File: src/rtl/decomposer_unit.sv
// decomposer_unit: four-lane pipelined Dilithium Decompose, r = r1*alpha + r0 (mod q)
module decomposer_unit #(
    parameter int OUTPUT_W = 4,
    parameter int COEFF_W  = 24
) (
    input  logic                         clk,
    input  logic                         rst,
    input  logic [2:0]                   sec_lvl,
    input  logic                         valid_i,
    output logic                         ready_i,
    input  logic [OUTPUT_W*COEFF_W-1:0]  di,
    output logic [OUTPUT_W*COEFF_W-1:0]  doa,
    output logic [OUTPUT_W*COEFF_W-1:0]  dob,
    output logic                         valid_o,
    input  logic                         ready_o
);
    localparam int DW = COEFF_W + 1;

    logic                         en;
    logic                         s1_v, s2_v, s3_v;
    logic                         s1_88, s2_88;
    logic [OUTPUT_W*COEFF_W-1:0]  s1_r, s2_r;
    logic [OUTPUT_W*6-1:0]        s2_t, s3_r1;
    logic [OUTPUT_W*DW-1:0]       s3_d;
    logic [OUTPUT_W*6-1:0]        t_c, r1_c;
    logic [OUTPUT_W*DW-1:0]       d_c;
    logic [OUTPUT_W*COEFF_W-1:0]  a_c, b_c;

    assign en      = ready_o | ~valid_o;
    assign ready_i = rst & en;

    for (genvar g = 0; g < OUTPUT_W; g++) begin : g_lane
        logic [DW-1:0] x;
        logic [31:0]   p1, p2, ta;
        logic [5:0]    t;
        logic          wrap;
        logic [DW-1:0] d;
        // Rounded quotient floor((r + alpha/2 - 1)/alpha) gives the centred remainder.
        // alpha = 512*1023 or 2048*93: shift out the power of two, then an exact reciprocal multiply.
        assign x  = {1'b0, s1_r[g*COEFF_W +: COEFF_W]} + (s1_88 ? DW'(95231) : DW'(261887));
        assign p1 = 32'(x >> 9) * 32'd32801;
        assign p2 = 32'(x >> 11) * 32'd11276;
        assign t_c[g*6 +: 6] = s1_88 ? 6'(p2 >> 20) : 6'(p1 >> 25);
        // r1*alpha == q-1 only at the top quotient; that case folds to r1 = 0, r0 = r0' - 1.
        assign t    = s2_t[g*6 +: 6];
        assign wrap = s2_88 ? (t == 6'd44) : (t == 6'd16);
        assign ta   = 32'(t) * (s2_88 ? 32'd190464 : 32'd523776);
        assign d_c[g*DW +: DW] = DW'(32'(s2_r[g*COEFF_W +: COEFF_W]) - ta - 32'(wrap));
        assign r1_c[g*6 +: 6]  = wrap ? 6'd0 : t;
        // Negative r0 is mapped into [0,q) by adding q.
        assign d = s3_d[g*DW +: DW];
        assign b_c[g*COEFF_W +: COEFF_W] = d[DW-1] ? COEFF_W'(d + DW'(8380417)) : COEFF_W'(d);
        assign a_c[g*COEFF_W +: COEFF_W] = COEFF_W'(s3_r1[g*6 +: 6]);
    end

    // Valid flags shift together on the shared enable; bubbles shift in as zeros.
    always_ff @(posedge clk or negedge rst) begin
        if (!rst) begin
            s1_v    <= 1'b0;
            s2_v    <= 1'b0;
            s3_v    <= 1'b0;
            valid_o <= 1'b0;
        end else if (en) begin
            s1_v    <= valid_i;
            s2_v    <= s1_v;
            s3_v    <= s2_v;
            valid_o <= s3_v;
        end
    end

    // Datapath registers advance with the enable; outputs only load when a real word arrives.
    always_ff @(posedge clk or negedge rst) begin
        if (!rst) begin
            s1_88 <= 1'b0;
            s2_88 <= 1'b0;
            s1_r  <= '0;
            s2_r  <= '0;
            s2_t  <= '0;
            s3_r1 <= '0;
            s3_d  <= '0;
            doa   <= '0;
            dob   <= '0;
        end else if (en) begin
            s1_88 <= (sec_lvl == 3'b010);
            s1_r  <= di;
            s2_88 <= s1_88;
            s2_r  <= s1_r;
            s2_t  <= t_c;
            s3_r1 <= r1_c;
            s3_d  <= d_c;
            if (s3_v) begin
                doa <= a_c;
                dob <= b_c;
            end
        end
    end
endmodule

File: config.mk
export PLATFORM = sky130hd
export DESIGN_NAME = decomposer_unit
export DESIGN_NICKNAME = d
export VERILOG_FILES = /design/src/rtl/decomposer_unit.sv
export SDC_FILE = /design/constraint.sdc
export NUM_CORES = 2
export LEC_CHECK = 0
export BUFFER_PORTS_ARGS = -buffer_cell sky130_fd_sc_hd__buf_2
export CAP_MARGIN = 20
export CORE_MARGIN = 2
export CORE_UTILIZATION = 45
export CTS_CLUSTER_DIAMETER = 100
export CTS_CLUSTER_SIZE = 14
export DETAILED_ROUTE_END_ITERATION = 12
export SLEW_MARGIN = 20
export SYNTH_ARGS = -nofsm -noshare
export SYNTH_HDL_FRONTEND = slang
export SYNTH_SLANG_ARGS = --single-unit
File: constraint.sdc
create_clock -name clk -period 12.7 [get_ports clk]
set_input_delay 1.27 -clock clk [delete_from_list [all_inputs] [get_ports clk]]
set_output_delay 1.27 -clock clk [all_outputs]
set_load 0.03 [all_outputs]
### Word level (Yosys, flattened, before mapping)

Index checks and enable logic that the tools add are counted.

| storage, ports and cells | value |
|---|---|
| input port bits | 103 |
| logic and storage cells | 72 |
| bits in registers | 466 |
| output and inout port bits | 194 |

| cells by class | value |
|---|---|
| $mul | 12 |
| eq/ne operators | 9 |
| bitwise operators | 3 |
| reduce and logical (&&, ||, !) cells | 1 |
| add/sub/neg operators | 16 |
| muxes and demuxes | 18 |

Operator list:

| operator | count |
|---|---|
| $mul 16x16->31 const B | 4 |
| $mul 6x19->25 | 4 |
| $sub 24x25->25 | 4 |
| $add 24x23->24 const B | 4 |
| $mul 14x12->24 const B | 4 |
| $mux 24 | 4 |
| $add 24x25->25 | 3 |
| $sub 25x1->25 | 3 |
| $mux 6 | 8 |
| $add 24x18->25 | 1 |
| $sub 25x2->25 | 1 |
| $eq 6x5->1 const B | 4 |
| $eq 6x6->1 const B | 4 |
| $mux 19 | 1 |
| $mux 18 | 1 |
| $mux 1 | 4 |
| $eq 3x2->1 const B | 1 |
| $reduce_and 2->1 | 1 |
| $and 1x1->1 | 1 |
| $not 1->1 | 1 |
| $or 1x1->1 | 1 |

### Longest topological paths before layout

| logic depth | value |
|---|---|
| depth in word-level cells | 4 |
| depth in mapped cells | 28 |
| depth with buffers taken out | 28 |

### Worst setup path after synthesis

Ideal clock, no wire load.

| timing | value |
|---|---|
| path type | register to register |
| start | register s1_88 |
| end | register s2_t[11] |
| setup time | 0.111 ns |
| path buffers | 0 |
| required time | 12.589 ns |
| clock period less this slack | 6.952 ns |
| cell stages (with the launch flop) | 28 |
| arrival | 6.841 ns |
| slack | 5.748 ns |
| cell sequence | dfrtp_1 > inv_1 > ha_1 > o31a_1 > o21ai_0 > o21ai_2 > or2_2 > a21oi_1 > xor2_1 > ha_1 > inv_1 > fa_1 > inv_1 > ha_1 > fa_1 > inv_1 > fa_1 > inv_1 > ha_1 > a21oi_1 > o21ai_0 > a2111o_1 > a31oi_1 > nor2_1 > a211o_1 > a21oi_1 > xnor3_1 > a222oi_1 |

| between the ends | value |
|---|---|
| longest elaborated chain between the ends | 4 |
| elaborated cells on any way between the ends | 5 |
| classes of those cells | 1 x add/sub; 2 x mul; 2 x mux |

Ends and longest elaborated chain:

| what | RTL line | text |
|---|---|---|
| start, declared | 21 | `logic s1_88, s2_88;` |
| start signal, assigned | 84 | `s1_88 <= (sec_lvl == 3'b010);` |
| $mux 18 | 40 | `assign x = {1'b0, s1_r[g*COEFF_W +: COEFF_W]} + (s1_88 ? DW'(95231) : DW'(261887));` |
| $add 24x25->25 | 40 |  |
| $mul 16x16->31 or $mul 14x12->24 (tied branches) | 41, 42 |  |
| $mux 6 (*) | 43 | `assign t_c[g*6 +: 6] = s1_88 ? 6'(p2 >> 20) : 6'(p1 >> 25);` |
| end signal, assigned | 88 | `s2_t <= t_c;` |
| end, declared | 23 | `logic [OUTPUT_W*6-1:0] s2_t, s3_r1;` |

Every way passes the cells marked *; elsewhere a longest branch is shown, timed or not.
A chain may end at the register's enable or synchronous reset.

### Worst setup path after layout

| timing | value |
|---|---|
| start | register s1_88 |
| end | register s2_t[17] |

The elaborated chain is that of the path after synthesis.

==> flow_summary.toml <==
[floorplan]
core-area_um2 = 94600
die_h_um = 312
die_w_um = 312
ios = 297
die-area_um2 = 97700
start_util = 0.453
rows = 113

[global_routing]
grt_use_met1 = 0.304
grt_busiest_layer = "met2"
grt_use_met2 = 0.351
grt_pass1_vias = 31000
antenna_found_initial = 0
use_met3 = 0.0210
grt_pass1_wl_um = 168000
grt_max_degree = 185
grt_util_all_layers = 0.213
overflow = 0

[placement]
port_buffers = 224
gp_congestion = 0.898
hpwl_um = 81900

[sta]
rsz0062_at_grt = "no"
finalHoldViolations = 0
setup_violations = 0
finalMaxSlewViolations = 0
max_freq_mhz = 124
finalCritPeriodShare = 0.637
period_needed_ns = 8.08
worst_pin_slew_ns = 0.940
max_slew_margin = 0.373
fin_setup_tns_ns = 0
skew_ns = 0.0165

[route]
via_per_inst = 5.08
antenna_left = 0
wl_per_cell_um = 16.8
route.detailed.drc = 0
wirelength_um = 103000
vias = 31100
drtIter0Drc = 1671
first_pass_iters = 7

[job]
drv_cap = 0

[clock_tree]
clock_latency_ns = 0.60
cts.htree.levels = 2
numCtsBuffers = 41
cts.sinks = 466
cts_tree = "built"
clk_pin_slew_worst_paths_ns = 0.07
cts_hold_buffers = 0
cts_resized = 0
clockBufferDepth = 3
cts_root_buffer = "clkbuf_16"
post_cts_buffers = 0

[synth]
yosysTopAreaCellShare = 0.272
async_flop_share = 1.00
synth_cell_type_count = 85
yosys.area.top_type = "dfrtp_1"
synth_area_um2 = 42800
synth-edff-count = 0
synth_seq_area_share = 0.272
netlist_top_cells_count = "ha_1 (804), nand2_1 (748), inv_1 (669)"
ys_ff_latch = 466
syn_inst = 4660
synthTopCellsByArea = "dfrtp_1 (27%), ha_1 (23%), fa_1 (12%), nand2_1 (6.6%), inv_1 (5.9%)"
yosys_most_used_dff = "dfrtp_1"
synth-warning-count = 0
syn_area_per_cell_um2 = 9.19
yosysMostFrequentCell = "ha_1"

[finish]
nets = 5997
area_delta_synth_final_pct = 8.18
drive_gt1_frac = 0.0754
n_antenna_cell = 0

[critical_path]
path_max_fanout = 17
arrival_ns = 8.56
max_stage_delay_ns = 0.76
cpMostUsedCell = "inv_1"
worstPathRequired_ns = 13.17
slowest_stage = "dfrtp_1"
end_kind = "register"
start_kind = "register"
criticalPathCategory = "register to register"

[worst_hold_path]
hold_class = "register to register"

[status]
status = "complete, no violations"
routing by layer:
metal	wire (µm)	up-vias
li1	-	15600
met1	49900	14900
met2	47000	486
met3	3490	96
met4	2160	0
met5	0	-
area by class of cell:
cell class                      instances  area, µm²
Multi-Input combinational cell       3413      28000
Clock buffer                           44       1090
Inverter                              670       2510
Sequential cell                       466      11700
Tap cell                             1265       1580
Timing Repair Buffer                  250       1360
Clock inverter                         10        135
Fill cell                            9052      48300
metrics by stage:
stage	cells	utilization	hold slack [ns]	instance area [µm²]	setup slack [ns]
3_5_place_dp	6064	0.477	0.460	45100	4.65
5_1_grt	6118	0.490	0.502	46300	4.10
2_1_floorplan	4731	-	0.439	43100	5.75
4_1_cts	6118	0.490	0.476	46300	4.60
3_3_place_gp	6064	0.477	0.451	45100	4.82
6_report	6118	0.490	0.473	46300	4.62
cell usage in the layout (no fill, tap or decap), types with 27 or more instances in the layout:
master     instances
nor3_1            49
ha_1             804
o21ai_0          153
xnor2_1          171
buf_2            223
fa_1             248
nand2b_1          27
a21oi_1          220
mux2_2            29
nand4_1           36
o31ai_1           29
dfrtp_1          466
and3_1            35
conb_1            72
nand3_1           53
nor2_1           280
nor4_1            27
xor2_1           124
a21o_1            39
clkbuf_16         43
nand2_1          748
inv_1            669
cell families after synthesis:
logic type | synth area share
AOI/OAI and AO/OA | 0.0870
xor gates and xnor gates | 0.0624
adders and majority gates | 0.351
buffers and inverters | 0.0810
DFF | 0.272
muxes | 0.00996
other | 0.0000876
and+or+nand+nor | 0.136
path summary, 6_finish.rpt:
| kind | slack [ns] | depth (start not counted) | endpoint | start |
|---|---|---|---|---|
| min in group asynchronous | 0.66 | 1 | s3_d[23] | rst |
| hold reg to reg | 0.47 | 2 | s1_v | s1_v |
| setup reg to reg | 4.62 | 28 | s2_t[17] | s1_88 |
| setup / recovery | 4.62 | 28 | s2_t[17] | s1_88 |
| max in group asynchronous | 9.85 | 3 | s1_r[54] | rst |
| hold / removal | 0.47 | 2 | s1_v | s1_v |
registers in the layout, indices dropped and copies added, names as in the netlist, 24 cells and up:
signal,cells
doa,24
dob,96
s1_r,96
s2_r,96
s2_t,24
s3_d,100
s3_r1,24
worst max-delay path, delay by kind of cell (launching register included):
kind	cells	cell delay, ns
adder cells (fa/ha/maj)	6	2.61
flip-flops	1	0.76
XOR/XNOR	2	0.82
buffers and inverters	6	0.89
AND/OR/NAND/NOR	5	0.80
AO/OA/AOI/OAI	9	2.04
Power is not shown: default switching activity piles up to over one toggle a cycle in this logic, so the estimate is an artifact.
